--- src/rtl/fetcher_pkg.sv ---
// Shared definitions for the instruction fetch unit: opcodes, FSM encoding,
// BHT counter reset value and immediate extraction helpers.
package fetcher_pkg;

    typedef logic [31:0] data_t;

    localparam logic [6:0] OPCODE_JAL    = 7'b1101111;
    localparam logic [6:0] OPCODE_BRANCH = 7'b1100011;

    localparam logic [1:0] BHT_RESET = 2'b01;

    localparam logic [1:0] ST_FETCH = 2'd0;
    localparam logic [1:0] ST_PEND  = 2'd1;
    localparam logic [1:0] ST_FLUSH = 2'd2;

    function automatic data_t imm_j(input data_t i);
        return {{12{i[31]}}, i[19:12], i[20], i[30:21], 1'b0};
    endfunction

    function automatic data_t imm_b(input data_t i);
        return {{20{i[31]}}, i[7], i[30:25], i[11:8], 1'b0};
    endfunction

endpackage

--- src/rtl/fetcher_bht.sv ---
// Branch history table: 2^BHT_BITS saturating 2-bit counters with a
// combinational lookup and a synchronous, rdy-gated update port.
module fetcher_bht
    import fetcher_pkg::*;
#(
    parameter int BHT_BITS = 8
) (
    input  logic                clk,
    input  logic                rst,
    input  logic                rdy,
    input  logic [BHT_BITS-1:0] lookup_idx,
    output logic                lookup_taken,
    input  logic                update_valid,
    input  logic [BHT_BITS-1:0] update_idx,
    input  logic                update_taken
);

    localparam int ENTRIES = 2 ** BHT_BITS;

    logic [1:0] counters [ENTRIES];

    genvar gi;
    generate
        for (gi = 0; gi < ENTRIES; gi++) begin : g_entry
            logic [1:0] count_reg;

            always_ff @(posedge clk or posedge rst) begin
                if (rst) begin
                    count_reg <= BHT_RESET;
                end else if (rdy && update_valid && update_idx == BHT_BITS'(gi)) begin
                    if (update_taken && count_reg != 2'b11) begin
                        count_reg <= count_reg + 2'b01;
                    end else if (!update_taken && count_reg != 2'b00) begin
                        count_reg <= count_reg - 2'b01;
                    end
                end
            end

            assign counters[gi] = count_reg;
        end
    endgenerate

    // Lookup sees the pre-update value when read and write hit the same entry.
    assign lookup_taken = counters[lookup_idx][1];

endmodule

--- src/rtl/fetcher.sv ---
// Instruction fetch unit: requests words from memory, buffers one, hands it
// to the decoder for a single cycle and predicts the next PC (JAL + BHT).
module fetcher
    import fetcher_pkg::*;
#(
    parameter int BHT_BITS = 8
) (
    input  logic        clk,
    input  logic        rst,
    input  logic        rdy,
    output logic        out_mem_valid,
    output logic [31:0] out_mem_addr,
    input  logic        in_mem_done,
    input  logic [31:0] in_mem_instr,
    input  logic        in_rob_full,
    input  logic        in_rs_full,
    input  logic        in_lsb_full,
    output logic [31:0] out_dec_instr,
    output logic [31:0] out_dec_pc,
    output logic        out_dec_jump_flag,
    input  logic        in_rob_clear,
    input  logic [31:0] in_rob_new_pc,
    input  logic        in_rob_bht_valid,
    input  logic [31:0] in_rob_bht_pc,
    input  logic        in_rob_bht_taken
);

    logic [1:0] state_reg;
    data_t      pc_reg;
    data_t      buf_instr_reg;
    data_t      buf_pc_reg;
    data_t      stale_addr_reg;

    logic       bht_taken;
    logic       pred_taken;
    data_t      next_pc;
    logic       stall;
    logic       unused_bht_pc_bits;

    fetcher_bht #(
        .BHT_BITS (BHT_BITS)
    ) u_bht (
        .clk          (clk),
        .rst          (rst),
        .rdy          (rdy),
        .lookup_idx   (buf_pc_reg[BHT_BITS+1:2]),
        .lookup_taken (bht_taken),
        .update_valid (in_rob_bht_valid),
        .update_idx   (in_rob_bht_pc[BHT_BITS+1:2]),
        .update_taken (in_rob_bht_taken)
    );

    assign unused_bht_pc_bits = ^{in_rob_bht_pc[31:BHT_BITS+2], in_rob_bht_pc[1:0]};

    always_comb begin
        pred_taken = 1'b0;
        next_pc    = buf_pc_reg + 32'd4;
        if (buf_instr_reg[6:0] == OPCODE_JAL) begin
            pred_taken = 1'b1;
            next_pc    = buf_pc_reg + imm_j(buf_instr_reg);
        end else if (buf_instr_reg[6:0] == OPCODE_BRANCH && bht_taken) begin
            pred_taken = 1'b1;
            next_pc    = buf_pc_reg + imm_b(buf_instr_reg);
        end
    end

    assign stall = in_rob_full | in_rs_full | in_lsb_full;

    // A flushed request keeps its original address until memory answers it.
    assign out_mem_valid = (state_reg != ST_PEND);
    assign out_mem_addr  = (state_reg == ST_FLUSH) ? stale_addr_reg : pc_reg;

    always_ff @(posedge clk or posedge rst) begin
        if (rst) begin
            state_reg         <= ST_FETCH;
            pc_reg            <= '0;
            buf_instr_reg     <= '0;
            buf_pc_reg        <= '0;
            stale_addr_reg    <= '0;
            out_dec_instr     <= '0;
            out_dec_pc        <= '0;
            out_dec_jump_flag <= 1'b0;
        end else if (rdy) begin
            out_dec_instr <= '0;
            if (in_rob_clear) begin
                pc_reg <= in_rob_new_pc;
                if (state_reg == ST_FETCH && !in_mem_done) begin
                    state_reg      <= ST_FLUSH;
                    stale_addr_reg <= pc_reg;
                end else if (state_reg != ST_FLUSH) begin
                    state_reg <= ST_FETCH;
                end
            end else begin
                case (state_reg)
                    ST_FETCH: begin
                        if (in_mem_done) begin
                            buf_instr_reg <= in_mem_instr;
                            buf_pc_reg    <= pc_reg;
                            state_reg     <= ST_PEND;
                        end
                    end
                    ST_PEND: begin
                        if (!stall) begin
                            out_dec_instr     <= buf_instr_reg;
                            out_dec_pc        <= buf_pc_reg;
                            out_dec_jump_flag <= pred_taken;
                            pc_reg            <= next_pc;
                            state_reg         <= ST_FETCH;
                        end
                    end
                    ST_FLUSH: begin
                        if (in_mem_done) begin
                            state_reg <= ST_FETCH;
                        end
                    end
                    default: state_reg <= ST_FETCH;
                endcase
            end
        end
    end

endmodule
--- config.mk ---
export PLATFORM = sky130hd
export DESIGN_NAME = fetcher
export DESIGN_NICKNAME = d
export VERILOG_FILES = /design/src/rtl/fetcher_pkg.sv /design/src/rtl/fetcher_bht.sv /design/src/rtl/fetcher.sv
export SDC_FILE = /design/constraint.sdc
export NUM_CORES = 2
export LEC_CHECK = 0
export ABC_AREA = 1
export CORE_UTILIZATION = 40
export CTS_CLUSTER_SIZE = 25
export DETAILED_ROUTE_END_ITERATION = 10
export PLACE_DENSITY_LB_ADDON = 0.2
export SLEW_MARGIN = 40
export SYNTH_ARGS = -nofsm -noshare
export SYNTH_HDL_FRONTEND = slang
export SYNTH_SLANG_ARGS = --single-unit
--- constraint.sdc ---
create_clock -name clk -period 34.1 [get_ports clk]
set_clock_uncertainty 0.05 [all_clocks]
set_input_delay 6.82 -clock clk [delete_from_list [all_inputs] [get_ports clk]]
set_output_delay 6.82 -clock clk [all_outputs]
set_load 0.02 [all_outputs]
# Word-level counts from Yosys, hierarchy flattened
# Cells that the tools add are included.
# word_totals
register_bits,707
latch_bits,0
mem_bits_rw,0
mem_bits_ro,0
input_bits,106
out_inout_bits,98
word_cells,3389
mem_count,0
# classes
add_sub_neg,515
multipliers,0
div_mod_pow,0
order_cmp,1
eq_ne,522
n_shift,0
muxes,533
bitwise_logic,5
reduce_logical,1549
# ops
op,count
$mux W2,520
$reduce_bool A2 Y1,513
$eq A8 B8 Y1 const B,128
$logic_and A1 B1 Y1,771
$ne A2 B2 Y1 const B,258
$add A2 B1 Y2 const B,256
$eq A8 B7 Y1 const B,64
$reduce_and A2 Y1,256
$sub A2 B1 Y2 const B,256
$mux W32,9
$eq A8 B6 Y1 const B,32
$eq A8 B5 Y1 const B,16
$add A32 B32 Y32,2
$eq A8 B4 Y1 const B,8
$add A32 B3 Y32 const B,1
$eq A8 B3 Y1 const B,4
$bmux W2 S8,1
$eq A8 B2 Y1 const B,2
$eq A7 B7 Y1 const B,2
$ge A9 B9 Y1 const B,1
$ne A3 B3 Y1 const B,3
$not A8 Y9,1
$eq A8 B1 Y1 const B,1
$logic_not A8 Y1,1
13 further kinds,19

# Depth between registers and ports, before layout
# logic_depth
depth_word,10
depth_mapped,26
ltp_nobuf,23

# Modules after synthesis
# Synthesis repeated with hierarchy kept, for this count alone.
# unflattened
cells_unflattened,5666
area_unflattened_um2,40259.9
# by_module_without_submodules
module,instances,cells_each,area_per_inst_um2,seq_area_each_um2
fetcher_bht,1,3740,27411.3,13132.6
fetcher,1,1926,12848.6,4879.7

# Least setup slack after synthesis
# OpenSTA, ideal clock, no wires.
# synth_timing
kind,in2reg
from,input in_rob_clear
to,register buf_instr_reg[0]
setup_ps,132
arrival_time_ps,8298
t_required_ps,33918
path_slack_ps,25620
path_stages,8
path_buffers,3
path_cell_list,clkbuf_1 > clkinv_1 > a311oi_1 > nand3_1 > clkbuf_1 > clkbuf_1 > nor2_1 > a21oi_1
# synth_between
elab_chain_len,2
# synth_rtl
item,line_no,source
"start, declared",fetcher.sv:21,"input logic in_rob_clear,"
$not A1 Y1 (no source line),--,
$reduce_and A4 Y1 (no source line),--,
"end signal, assigned",fetcher.sv:97,buf_instr_reg <= in_mem_instr;
"end, declared",fetcher.sv:30,data_t buf_instr_reg;
# Every way passes these cells.
# A chain may end at the register's enable or synchronous reset.

# Worst setup path after layout
# layout_timing
from,input rdy
to,register u_bht.g_entry[0].count_reg[1]
# layout_between
elab_chain_len,3
# layout_rtl
item,line_no,source
"start, declared",fetcher.sv:10,"input logic rdy,"
$logic_and A1 B1 Y1 (2 in series),fetcher_bht.sv:30,end else if (rdy && update_valid && update_idx == BHT_BITS'(gi)) begin
$reduce_and A2 Y1 (no source line),--,
"end signal, assigned",fetcher_bht.sv:32,count_reg <= count_reg + 2'b01;
"end signal, assigned",fetcher_bht.sv:34,count_reg <= count_reg - 2'b01;
"end, declared",fetcher_bht.sv:25,logic [1:0] count_reg;
# Every way passes these cells.

==> summary.md <==
| Metric | Value |
|---|---|
| Multiplexer share of the synthesized area | `0.281%` |
| Synth area leaders | `dfrtp_1 (28%), dfstp_2 (17%), o21ai_0 (11%)` |
| Worst path required time | `34610 ps` |
| Post-synth cell types | `49` |
| Startpoint types | `input port` |
| Deepest clock path buffer count | `3` |
| H-tree depth | `3` |
| Largest register FFs | `512` |
| Most common cell in the synthesized netlist | `nand2_1` |
| Filler Cell Count | `9811` |
| Pre-CTS WS | `23660 ps` |
| Max Cap Viol | `0` |
| Period utilization | `28.7%` |
| Area Overhead vs Synth | `13.9%` |
| Antenna violations before repair | `1` |
| Clock Sinks | `707` |
| Status | `complete, no violations` |
| Die width | `318 µm` |
| Clock Tree Root | `clkbuf_16` |
| Die footprint | `101000 µm²` |
| Post-route ant nets | `0` |
| Post-Synth XOR/XNOR Area | `1.31%` |
| Peak VDD IR | `0.0000427 V` |
| Nets | `5701` |
| Fmax | `0.102 GHz` |
| DRC | `0` |
| Final WL | `126000 µm` |
| I/O pin cnt | `204` |
| Vias after detailed routing | `37287` |
| First-pass GRT wire length | `198000 µm` |
| Crit path capture type | `flip-flop` |
| IO Port Bufs | `179` |
| Post-synth top area cell | `dfrtp_1` |
| RSZ-0062 raised after global routing | `no` |
| Post-synth EDFFs | `0` |
| Final setup viols | `0` |
| PD cells | `69.9 nW/µm²` |
| Core Region | `98700 µm²` |
| Clock-pin slew on the worst setup and hold paths | `60 ps` |
| Share of cells above drive strength 1 | `8.63%` |
| All-Layer GR Usage | `24.6%` |
| Synth Area in Simple Gates | `22.7%` |
| Num CTS Buffers | `82` |
| Largest family of logic cells by synthesized area | `simple AND/OR/NAND/NOR gates` |
| Worst-Skew Late Latency | `670 ps` |
| Leak pwr | `20.1 nW` |
| Routed length per instance | `18.3 µm` |
| # hold bufs at CTS | `0` |
| DP HPWL | `81900 µm` |
| GP Congestion | `0.950` |
| Ys flop type | `dfrtp_1` |
| Synth Area in Adders | `1.80%` |
| Post-synthesis sequential area ratio | `45.0%` |
| Worst-Margin Slew | `859 ps` |
| Hold Vio Cnt, Final | `0` |
| Tmin final | `9780 ps` |
| Total Neg Setup Slack | `0 ps` |
| Area after DPL | `42800 µm²` |
| Post-CTS Repair Setup Buffers | `0` |
| Syn nets | `5639` |
| Class of the most critical setup path | `input port to flip-flop` |
| CTS tree | `yes` |
| Post_cts resized | `0` |
| Routed vias/inst | `5.40` |
| Synthesis-stage register bit count | `707` |
| Die Span Y | `318 µm` |
| Site Rows | `115` |
| Max Slew Vio Count | `0` |
| Design Area, Final | `45600 µm²` |
| Setup slack after layout | `24320 ps` |
| Vias in the first global route | `34489` |
| Slew HR | `42.6%` |
| Yosys top cell area share | `28.2%` |
| Syn Area/Cell | `7.30 µm²` |
| Starting density of the core | `40.6%` |
| Ys Warns | `0` |
| Syn Inst Count | `5487` |
| DR pass1 iterations | `6` |
| Congestion Overflow GR | `0` |
| Fraction of registers with async set/reset | `100%` |
| Max Fanout on Critical Path | `19` |
| ANT cells | `0` |
| Post-synth top cells | `nand2_1 (1165), o21ai_0 (896), nor2_1 (788)` |
| Post-synthesis compound-gate area fraction | `20.4%` |
| Initial drt markers | `3300` |
| Worst Path Arrival | `10290 ps` |
| Synth Cell Area | `40000 µm²` |
| Largest net degree at the start of global routing | `139` |
| HP Class | `flip-flop to flip-flop` |
## worst max-delay path, stage by stage
cell	delay, ps
clkdlybuf4s50_1	840
nand2_1	660
nor2_1	750
inv_1	540
nor2_1	310
o21ai_0	160
o21ai_0	190
## through the flow
step                util [%]  hold WS [ps]  total power (W)  instances
floorplan                  -           390          0.00185       5487
global placement        43.3           395          0.00228       6749
detailed placement      43.4           402          0.00229       6749
CTS                     46.1           411          0.00319       6901
global route            46.2           423          0.00338       6904
finish                  46.2           409          0.00319       6904
## cells in the final DEF (no fill, tap or decap), types with 8 or more instances in the layout
master / count
clkbuf_16: 83
nand2_1: 1164
buf_6: 12
xnor2_1: 11
o211ai_1: 109
o2bb2ai_1: 12
a22oi_1: 25
nand3_1: 193
inv_1: 595
o41ai_1: 19
xor2_1: 49
nand4_1: 14
a31oi_1: 18
clkbuf_8: 20
o221ai_1: 14
clkdlybuf4s50_1: 178
a21oi_1: 296
buf_4: 27
mux2_2: 10
ha_1: 44
dfstp_2: 256
o21ai_0: 896
nand3b_1: 10
o22ai_1: 74
maj3_1: 13
nor4_1: 8
o21bai_1: 8
nor3_1: 92
dfrtp_1: 449
clkinv_1: 11
clkinv_2: 28
inv_2: 12
clkbuf_1: 20
nor2_1: 787
## cell families (layout without fill, tap and decap cells)
kind of cell,Yosys count,count (layout)
adders and majority gates,59,59
muxes,10,10
DFF,707,707
xor gates and xnor gates,60,60
AOI/OAI and AO/OA,1492,1492
buffers and inverters,871,1001
and+or+nand+nor,2288,2288
## power breakdown
part / internal [W] / switching, W / total (W)
clock network: 0.000510 / 0.000381 / 0.000891
logic: 0.000389 / 0.000851 / 0.00124
registers: 0.000945 / 0.000114 / 0.00106
total: 0.00184 / 0.00135 / 0.00319
## worst paths after layout
check	startpoint	end	slack, ps	depth (start not counted)
worst max-delay path	rdy	u_bht.g_entry[0].count_reg[1]$_DFFE_PP0P_	24320	7
worst min-delay path	u_bht.g_entry[29].count_reg[0]$_DFFE_PP1P_	u_bht.g_entry[29].count_reg[0]$_DFFE_PP1P_	410	2
worst max register to register	buf_pc_reg[2]$_DFFE_PP0P_	pc_reg[27]$_DFFE_PP0P_	28600	18
worst min register to register	u_bht.g_entry[29].count_reg[0]$_DFFE_PP1P_	u_bht.g_entry[29].count_reg[0]$_DFFE_PP1P_	410	2
max in group asynchronous	rst	u_bht.g_entry[89].count_reg[1]$_DFFE_PP0P_	25690	4
min in group asynchronous	rst	u_bht.g_entry[65].count_reg[1]$_DFFE_PP0P_	6600	2
## routing by layer
metal / share of wire, % / GRT usage (%) / vias up
met1: 46 / 34.7 / 17792
met3: 6.6 / 4.29 / 216
met5: 0.010 / 0 / -
li1: - / - / 18213
met4: 3.3 / 8.26 / 2
met2: 44 / 37.9 / 1064
## layout make-up
type	count	area (µm²)	area share, %
Clock buffer	123	2430	5.32
Clock inverter	29	259	0.568
Inverter	627	2380	5.22
Multi-Input combinational cell	3909	18700	40.9
Sequential cell	707	18000	39.5
Tap cell	1287	1610	3.53
Timing Repair Buffer	222	2240	4.91
Note: power is estimated with default switching activity, not from simulation.
